File: config.mk
export PLATFORM = sky130hd
export DESIGN_NAME = axil_mmio_slave
export DESIGN_NICKNAME = d
export VERILOG_FILES = /design/src/rtl/axil_pkg.sv /design/src/rtl/axil_hold_reg.sv /design/src/rtl/axil_mmio_slave.sv
export SDC_FILE = /design/constraint.sdc
export NUM_CORES = 1
export LEC_CHECK = 0
export BUFFER_PORTS_ARGS = -buffer_cell sky130_fd_sc_hd__buf_2
export CORE_UTILIZATION = 45
export DETAILED_ROUTE_END_ITERATION = 10
export PLACE_DENSITY = 0.7
export SYNTH_ARGS = -nofsm -noshare
export SYNTH_HDL_FRONTEND = slang
export SYNTH_SLANG_ARGS = --single-unit
export TNS_END_PERCENT = 100
File: constraint.sdc
create_clock -name S_AXI_ACLK -period 2.8 [get_ports S_AXI_ACLK]
set_input_delay 0.28 -clock S_AXI_ACLK [delete_from_list [all_inputs] [get_ports S_AXI_ACLK]]
set_output_delay 0.28 -clock S_AXI_ACLK [all_outputs]
set_load 0.03 [all_outputs]
File: src/rtl/axil_pkg.sv
// Shared response codes and FSM state type for the AXI-Lite to MMIO bridge.
package axil_pkg;

    localparam logic [1:0] RESP_OKAY   = 2'b00;
    localparam logic [1:0] RESP_SLVERR = 2'b10;

    typedef enum logic [2:0] {
        StIdle,
        StWrReq,
        StRdReq,
        StWrResp,
        StRdResp
    } axil_state_e;

    function automatic logic [1:0] resp_from_err(input logic err);
        return err ? RESP_SLVERR : RESP_OKAY;
    endfunction

endpackage

File: src/rtl/axil_hold_reg.sv
// One-entry valid/ready capture register; ready while empty and enabled, emptied by i_clr.
module axil_hold_reg
    import axil_pkg::*;
#(
    parameter int unsigned WIDTH = 32
) (
    input  logic             i_clk,
    input  logic             i_rst_n,
    input  logic             i_en,
    input  logic             i_valid,
    output logic             o_ready,
    input  logic [WIDTH-1:0] i_data,
    input  logic             i_clr,
    output logic             o_full,
    output logic [WIDTH-1:0] o_data
);

    logic             r_valid;
    logic [WIDTH-1:0] r_data;

    assign o_ready = i_en & ~r_valid;
    assign o_full  = r_valid;
    assign o_data  = r_data;

    // Clear only ever happens while full, so it cannot collide with a capture.
    always_ff @(posedge i_clk or negedge i_rst_n) begin
        if (!i_rst_n) begin
            r_valid <= 1'b0;
            r_data  <= '0;
        end else if (i_clr) begin
            r_valid <= 1'b0;
        end else if (i_valid && o_ready) begin
            r_valid <= 1'b1;
            r_data  <= i_data;
        end
    end

endmodule

File: src/rtl/axil_mmio_slave.sv
// AXI-Lite slave bridging to a single-outstanding MMIO request port.
// Optional request timeout enabled by defining AXIL_MMIO_TIMEOUT_EN.
module axil_mmio_slave
    import axil_pkg::*;
#(
    parameter int unsigned C_AXI_ADDR_WIDTH = 32,
    parameter int unsigned C_AXI_DATA_WIDTH = 32,
    parameter int unsigned TIMEOUT_CYCLES   = 255
) (
    input  logic                          S_AXI_ACLK,
    input  logic                          S_AXI_ARESETN,

    input  logic                          S_AXI_AWVALID,
    output logic                          S_AXI_AWREADY,
    input  logic [C_AXI_ADDR_WIDTH-1:0]   S_AXI_AWADDR,
    input  logic [2:0]                    S_AXI_AWPROT,

    input  logic                          S_AXI_WVALID,
    output logic                          S_AXI_WREADY,
    input  logic [C_AXI_DATA_WIDTH-1:0]   S_AXI_WDATA,
    input  logic [C_AXI_DATA_WIDTH/8-1:0] S_AXI_WSTRB,

    output logic                          S_AXI_BVALID,
    input  logic                          S_AXI_BREADY,
    output logic [1:0]                    S_AXI_BRESP,

    input  logic                          S_AXI_ARVALID,
    output logic                          S_AXI_ARREADY,
    input  logic [C_AXI_ADDR_WIDTH-1:0]   S_AXI_ARADDR,
    input  logic [2:0]                    S_AXI_ARPROT,

    output logic                          S_AXI_RVALID,
    input  logic                          S_AXI_RREADY,
    output logic [C_AXI_DATA_WIDTH-1:0]   S_AXI_RDATA,
    output logic [1:0]                    S_AXI_RRESP,

    output logic                          mmio_req,
    output logic                          mmio_we,
    output logic [C_AXI_ADDR_WIDTH-1:0]   mmio_addr,
    output logic [C_AXI_DATA_WIDTH-1:0]   mmio_wdata,
    output logic [C_AXI_DATA_WIDTH/8-1:0] mmio_wstrb,
    input  logic                          mmio_ready,
    input  logic                          mmio_err,
    input  logic [C_AXI_DATA_WIDTH-1:0]   mmio_rdata
);

    localparam int unsigned STRB_W = C_AXI_DATA_WIDTH / 8;
    localparam int unsigned WENT_W = C_AXI_DATA_WIDTH + STRB_W;

    axil_state_e                 r_state;
    logic                        r_rst_done;
    logic                        r_rd_prio;
    logic                        r_mmio_req;
    logic                        r_mmio_we;
    logic [C_AXI_ADDR_WIDTH-1:0] r_mmio_addr;
    logic [C_AXI_DATA_WIDTH-1:0] r_mmio_wdata;
    logic [STRB_W-1:0]           r_mmio_wstrb;
    logic                        r_bvalid;
    logic [1:0]                  r_bresp;
    logic                        r_rvalid;
    logic [1:0]                  r_rresp;
    logic [C_AXI_DATA_WIDTH-1:0] r_rdata;

    logic                        w_aw_full;
    logic                        w_w_full;
    logic                        w_ar_full;
    logic [C_AXI_ADDR_WIDTH-1:0] w_aw_addr;
    logic [C_AXI_ADDR_WIDTH-1:0] w_ar_addr;
    logic [WENT_W-1:0]           w_w_in;
    logic [WENT_W-1:0]           w_w_ent;
    logic [C_AXI_DATA_WIDTH-1:0] w_wdata;
    logic [STRB_W-1:0]           w_wstrb;
    logic                        w_wr_done;
    logic                        w_rd_done;
    logic                        w_wr_elig;
    logic                        w_rd_elig;
    logic                        w_grant_wr;
    logic                        w_timeout;
    logic                        w_unused_prot;

    assign w_unused_prot = ^{S_AXI_AWPROT, S_AXI_ARPROT};

    // Readies stay low until the first clock edge after reset release.
    always_ff @(posedge S_AXI_ACLK or negedge S_AXI_ARESETN) begin
        if (!S_AXI_ARESETN) begin
            r_rst_done <= 1'b0;
        end else begin
            r_rst_done <= 1'b1;
        end
    end

    assign w_wr_done = (r_state == StWrResp) && S_AXI_BREADY;
    assign w_rd_done = (r_state == StRdResp) && S_AXI_RREADY;

    assign w_w_in  = {S_AXI_WDATA, S_AXI_WSTRB};
    assign w_wdata = w_w_ent[WENT_W-1:STRB_W];
    assign w_wstrb = w_w_ent[STRB_W-1:0];

    axil_hold_reg #(
        .WIDTH (C_AXI_ADDR_WIDTH)
    ) u_aw_hold (
        .i_clk   (S_AXI_ACLK),
        .i_rst_n (S_AXI_ARESETN),
        .i_en    (r_rst_done),
        .i_valid (S_AXI_AWVALID),
        .o_ready (S_AXI_AWREADY),
        .i_data  (S_AXI_AWADDR),
        .i_clr   (w_wr_done),
        .o_full  (w_aw_full),
        .o_data  (w_aw_addr)
    );

    axil_hold_reg #(
        .WIDTH (WENT_W)
    ) u_w_hold (
        .i_clk   (S_AXI_ACLK),
        .i_rst_n (S_AXI_ARESETN),
        .i_en    (r_rst_done),
        .i_valid (S_AXI_WVALID),
        .o_ready (S_AXI_WREADY),
        .i_data  (w_w_in),
        .i_clr   (w_wr_done),
        .o_full  (w_w_full),
        .o_data  (w_w_ent)
    );

    axil_hold_reg #(
        .WIDTH (C_AXI_ADDR_WIDTH)
    ) u_ar_hold (
        .i_clk   (S_AXI_ACLK),
        .i_rst_n (S_AXI_ARESETN),
        .i_en    (r_rst_done),
        .i_valid (S_AXI_ARVALID),
        .o_ready (S_AXI_ARREADY),
        .i_data  (S_AXI_ARADDR),
        .i_clr   (w_rd_done),
        .o_full  (w_ar_full),
        .o_data  (w_ar_addr)
    );

    assign w_wr_elig  = w_aw_full && w_w_full;
    assign w_rd_elig  = w_ar_full;
    assign w_grant_wr = w_wr_elig && !(w_rd_elig && r_rd_prio);

`ifdef AXIL_MMIO_TIMEOUT_EN
    localparam int unsigned TMO_W = $clog2(TIMEOUT_CYCLES + 1);

    logic [TMO_W-1:0] r_tmo_cnt;

    assign w_timeout = !mmio_ready && (r_tmo_cnt == TMO_W'(TIMEOUT_CYCLES - 1));

    always_ff @(posedge S_AXI_ACLK or negedge S_AXI_ARESETN) begin
        if (!S_AXI_ARESETN) begin
            r_tmo_cnt <= '0;
        end else if (r_state == StWrReq || r_state == StRdReq) begin
            r_tmo_cnt <= r_tmo_cnt + 1'b1;
        end else begin
            r_tmo_cnt <= '0;
        end
    end
`else
    logic w_unused_tmo;

    assign w_timeout    = 1'b0;
    assign w_unused_tmo = (TIMEOUT_CYCLES == 0);
`endif

    // The tie-break pointer only moves on contended grants, so back-to-back ties alternate.
    always_ff @(posedge S_AXI_ACLK or negedge S_AXI_ARESETN) begin
        if (!S_AXI_ARESETN) begin
            r_state      <= StIdle;
            r_rd_prio    <= 1'b1;
            r_mmio_req   <= 1'b0;
            r_mmio_we    <= 1'b0;
            r_mmio_addr  <= '0;
            r_mmio_wdata <= '0;
            r_mmio_wstrb <= '0;
            r_bvalid     <= 1'b0;
            r_bresp      <= RESP_OKAY;
            r_rvalid     <= 1'b0;
            r_rresp      <= RESP_OKAY;
            r_rdata      <= '0;
        end else begin
            unique case (r_state)
                StIdle: begin
                    if (w_grant_wr) begin
                        r_state      <= StWrReq;
                        r_mmio_req   <= 1'b1;
                        r_mmio_we    <= 1'b1;
                        r_mmio_addr  <= w_aw_addr;
                        r_mmio_wdata <= w_wdata;
                        r_mmio_wstrb <= w_wstrb;
                        if (w_rd_elig) begin
                            r_rd_prio <= 1'b1;
                        end
                    end else if (w_rd_elig) begin
                        r_state      <= StRdReq;
                        r_mmio_req   <= 1'b1;
                        r_mmio_we    <= 1'b0;
                        r_mmio_addr  <= w_ar_addr;
                        r_mmio_wdata <= '0;
                        r_mmio_wstrb <= '0;
                        if (w_wr_elig) begin
                            r_rd_prio <= 1'b0;
                        end
                    end
                end
                StWrReq: begin
                    if (mmio_ready || w_timeout) begin
                        r_state    <= StWrResp;
                        r_mmio_req <= 1'b0;
                        r_mmio_we  <= 1'b0;
                        r_bvalid   <= 1'b1;
                        r_bresp    <= mmio_ready ? resp_from_err(mmio_err) : RESP_SLVERR;
                    end
                end
                StRdReq: begin
                    if (mmio_ready || w_timeout) begin
                        r_state    <= StRdResp;
                        r_mmio_req <= 1'b0;
                        r_rvalid   <= 1'b1;
                        r_rresp    <= mmio_ready ? resp_from_err(mmio_err) : RESP_SLVERR;
                        r_rdata    <= mmio_ready ? mmio_rdata : '0;
                    end
                end
                StWrResp: begin
                    if (S_AXI_BREADY) begin
                        r_state  <= StIdle;
                        r_bvalid <= 1'b0;
                        r_bresp  <= RESP_OKAY;
                    end
                end
                StRdResp: begin
                    if (S_AXI_RREADY) begin
                        r_state  <= StIdle;
                        r_rvalid <= 1'b0;
                        r_rresp  <= RESP_OKAY;
                        r_rdata  <= '0;
                    end
                end
                default: begin
                    r_state <= StIdle;
                end
            endcase
        end
    end

    assign mmio_req     = r_mmio_req;
    assign mmio_we      = r_mmio_we;
    assign mmio_addr    = r_mmio_addr;
    assign mmio_wdata   = r_mmio_wdata;
    assign mmio_wstrb   = r_mmio_wstrb;
    assign S_AXI_BVALID = r_bvalid;
    assign S_AXI_BRESP  = r_bresp;
    assign S_AXI_RVALID = r_rvalid;
    assign S_AXI_RRESP  = r_rresp;
    assign S_AXI_RDATA  = r_rdata;

endmodule

==> impl_metrics.yaml <==
timing:
  rsz0062_at_grt: "no"
  slew_headroom_pct: 52.5
  setup_tns_ps: 0
  period_share_pct: 77.2
  maxSlewViolCount: 0
  setup_ws_ps: 638
  hold_viol_final: 0
  fmax_mhz: 463
  holdWs_ps: 13.5
  setup_violations: 0
  worst_slew_pin_slew_ps: 713
  skew_ps: 12.6
  fin_crit_ps: 2160
cells_and_area:
  layout.nets: 1139
  post_route_cells_drive_above_1_share_pct: 40.3
  area_growth_pct: 31.6
  design_area_mm2: 0.0117
  fill_cells: 1531
detailed_routing:
  first_pass_iters: 4
  via_per_inst: 5.26
  via_count: 6660
  drtAntennaViolNets: 0
  wl_mm: 22.2
  drc: 0
  first_iter_violations: 283
  wl_per_cell_um: 17.5
floorplanning:
  io_pins: 258
  design.die.area_mm2: 0.0203
  die_y_um: 142
  core_area_mm2: 0.0190
  rows: 50
  dieWidth_um: 142
  start_util_pct: 46.6
clock_tree:
  cts_buffers: 23
  insertion_delay_ps: 500
  clock_sinks: 214
  cts_buffer_depth: 3
  cts-root-buf: "clkbuf_16"
  cts_tree: "yes"
  clk_pin_slew_ps: 60
  postCtsSetupRepairBufs: 0
  cts_resized: 0
  htree_levels: 1
critical_path:
  worstSetupPathType: "reg -> reg"
  startpoint_type: "flip-flop"
  end_kind: "flip-flop"
  crit_path_max_fanout: 26
  cp.arrival_ps: 2540
  cp_data_required_time_ps: 3180
  r2r_slack_ps: 640
power:
  p_switching_w: 0.00598
  pwr-share-comb_pct: 43.6
  power_leakage_nw: 5.62
  p_clk_share_pct: 19.9
  power_frac_seq_pct: 36.5
  intPower_w: 0.00901
  power_density_mw_per_mm2: 1290
  ir_worst_vdd_mv: 0.625
  p_sw_share_pct: 39.9
grt:
  antenna_found_initial: 5
  grt-ovfl-total: 0
  grt_pass1_vias: 6682
  grt_pass1_wl_mm: 34.9
  grt_start_max_net_pins: 86
  grt_util_all_layers_pct: 21.9
placement:
  portBuffers: 249
  preCtsSetupSlack_ps: 662
  hpwl_mm: 14.0
  placed_area_mm2: 0.0103
  gp_congestion: 0.788
synthesis:
  synth_seq_area_share_pct: 60.4
  synthesis.instances: 697
  synth_cell_types: 41
  synth_edf_count: 0
  synth.avg_cell_area_um2: 12.7
  synth_ff_type: "dfrtp_1"
  synth_warnings: 0
  ys_ff_latch: 214
  synth-async-reset-ratio_pct: 100
  netlist_area_mm2: 0.00886
flow_run:
  max_cap_violations: 0
status:
  status: "completed"
hold_path:
  hp-class: "in -> reg"
[placed cells by master (no fill, tap or decap), types with 2 or more instances in the layout]
master / Yosys / layout
buf_2: 7 / 248
dfrtp_1: 213 / 213
nand2_1: 71 / 71
mux2_4: 70 / 70
o21ai_0: 67 / 67
dlygate4sd3_1: 0 / 59
a21oi_1: 37 / 37
a22o_1: 36 / 36
nand3_1: 34 / 34
a31oi_1: 32 / 32
mux2_2: 26 / 26
clkbuf_16: 0 / 23
buf_4: 5 / 16
inv_1: 6 / 6
and3_1: 4 / 4
mux2_1: 4 / 4
nor2_1: 4 / 4
clkinv_2: 0 / 4
buf_12: 0 / 4
diode_2: 0 / 3
nor2b_1: 3 / 3
conb_1: 2 / 3
clkbuf_1: 37 / 3
bufinv_16: 0 / 3
clkbuf_8: 0 / 3
and2_1: 2 / 2
a21o_1: 2 / 2
and3b_2: 0 / 2
nand2b_1: 2 / 2
nor4b_1: 2 / 2
o31ai_1: 2 / 2
o32ai_1: 2 / 2
[per-layer routing]
metal  vias up  wire length [um]  global-route usage (%)
met1      3281              9510                    28.9
met4         4               873                    9.51
met2       233             10100                    33.9
li1       3080                 -                       -
met5         -                21                       0
met3        62              1650                    5.92
[metrics by stage]
| stage | util (%) | power (W) | cells |
|---|---|---|---|
| final | 61.3 | 0.0150 | 1266 |
| after global routing | 61.3 | 0.0159 | 1264 |
| after detailed placement | 54.3 | 0.0120 | 1168 |
| after CTS | 61.2 | 0.0151 | 1262 |
| after global placement | 54.3 | 0.0118 | 1168 |
| after floorplan | - | 0.0101 | 698 |
[power groups by stage]
stage                     combinational [W]  sequential [W]  clock, W
after global placement              0.00636         0.00545         0
after global routing                0.00707         0.00564   0.00317
after detailed placement            0.00649         0.00548         0
final                               0.00654         0.00547   0.00298
after CTS                           0.00656         0.00546   0.00306
after floorplan                     0.00327         0.00679         0
[synthesized netlist by cell type, drive strengths merged, types with 2 or more instances]
| master | instances | area, um^2 |
|---|---|---|
| conb | 2 | 7.51 |
| a31oi | 32 | 200 |
| nor2 | 4 | 15.0 |
| clkbuf | 37 | 139 |
| nor4b | 2 | 17.5 |
| o31ai | 2 | 15.0 |
| nand2b | 2 | 12.5 |
| inv | 6 | 22.5 |
| a21o | 2 | 15.0 |
| nand3 | 34 | 170 |
| o32ai | 2 | 17.5 |
| nor2b | 3 | 18.8 |
| and3 | 4 | 25.0 |
| o21ai | 67 | 335 |
| nor3 | 2 | 15.0 |
| nand2 | 71 | 267 |
| a22o | 36 | 315 |
| a21oi | 37 | 185 |
| and3b | 2 | 17.5 |
| buf | 22 | 185 |
| mux2 | 100 | 1390 |
| dfrtp | 213 | 5330 |
| and2 | 3 | 18.8 |
[path summary, 6_finish.rpt]
path,startpoint,to,cells after the start
setup / recovery,r_state[2]$_DFFE_PN0P_,u_aw_hold.o_data[0]$_DFFE_PN0P_,4
hold / removal,S_AXI_AWADDR[9],u_aw_hold.o_data[9]$_DFFE_PN0P_,2
setup reg to reg,r_state[2]$_DFFE_PN0P_,u_aw_hold.o_data[0]$_DFFE_PN0P_,4
hold reg to reg,u_ar_hold.o_data[4]$_DFFE_PN0P_,u_ar_hold.o_data[4]$_DFFE_PN0P_,1
max in group asynchronous,S_AXI_ARESETN,u_aw_hold.o_data[0]$_DFFE_PN0P_,3
min in group asynchronous,S_AXI_ARESETN,u_w_hold.o_data[16]$_DFFE_PN0P_,2
[final cells by class]
| type | instances | area, um^2 | share of cell area (%) |
|---|---|---|---|
| clock buffers | 28 | 614 | 5.27 |
| diodes | 3 | 7.51 | 0.0644 |
| repair buffers | 328 | 2050 | 17.5 |
| well taps | 260 | 325 | 2.79 |
| multi-input cells | 419 | 3170 | 27.2 |
| inverters | 6 | 22.5 | 0.193 |
| flip-flops and latches | 214 | 5360 | 45.9 |
| clock inverters | 8 | 118 | 1.01 |
[critical path: stages, from the launching register on]
cell and delay, ps:
dfrtp_1 620, and4b_2 340, and3b_2 420, buf_12 280, mux2_2 360
[repair_timing]
action,CTS,global route
hold endpoints to repair,139,1
hold buffers,58,1
endpoints found under the setup margin,0,0
[kinds of logic after synthesis]
group / synth area share (%)
flip-flops: 60.4
AO/OA/AOI/OAI: 12.7
AND/OR/NAND/NOR: 7.09
multiplexers: 15.7
buffers and inverters: 3.91
other: 0.0848
XOR/XNOR: 0.0989
[registers in the layout, indices dropped and copies added, names as in the netlist]
| signal | cells |
|---|---|
| u_ar_hold.o_data | 32 |
| u_aw_hold.o_full | 1 |
| u_aw_hold.o_data | 32 |
| mmio_we | 1 |
| u_ar_hold.o_full | 1 |
| u_w_hold.o_data | 36 |
| mmio_wdata | 32 |
| S_AXI_RVALID | 1 |
| S_AXI_BVALID | 1 |
| S_AXI_RRESP | 1 |
| r_state | 3 |
| mmio_addr | 32 |
| mmio_wstrb | 4 |
| u_w_hold.o_full | 1 |
| r_rd_prio | 1 |
| S_AXI_RDATA | 32 |
| r_rst_done | 1 |
| S_AXI_BRESP | 1 |
| mmio_req | 1 |
(Power assumes the default switching activity.)
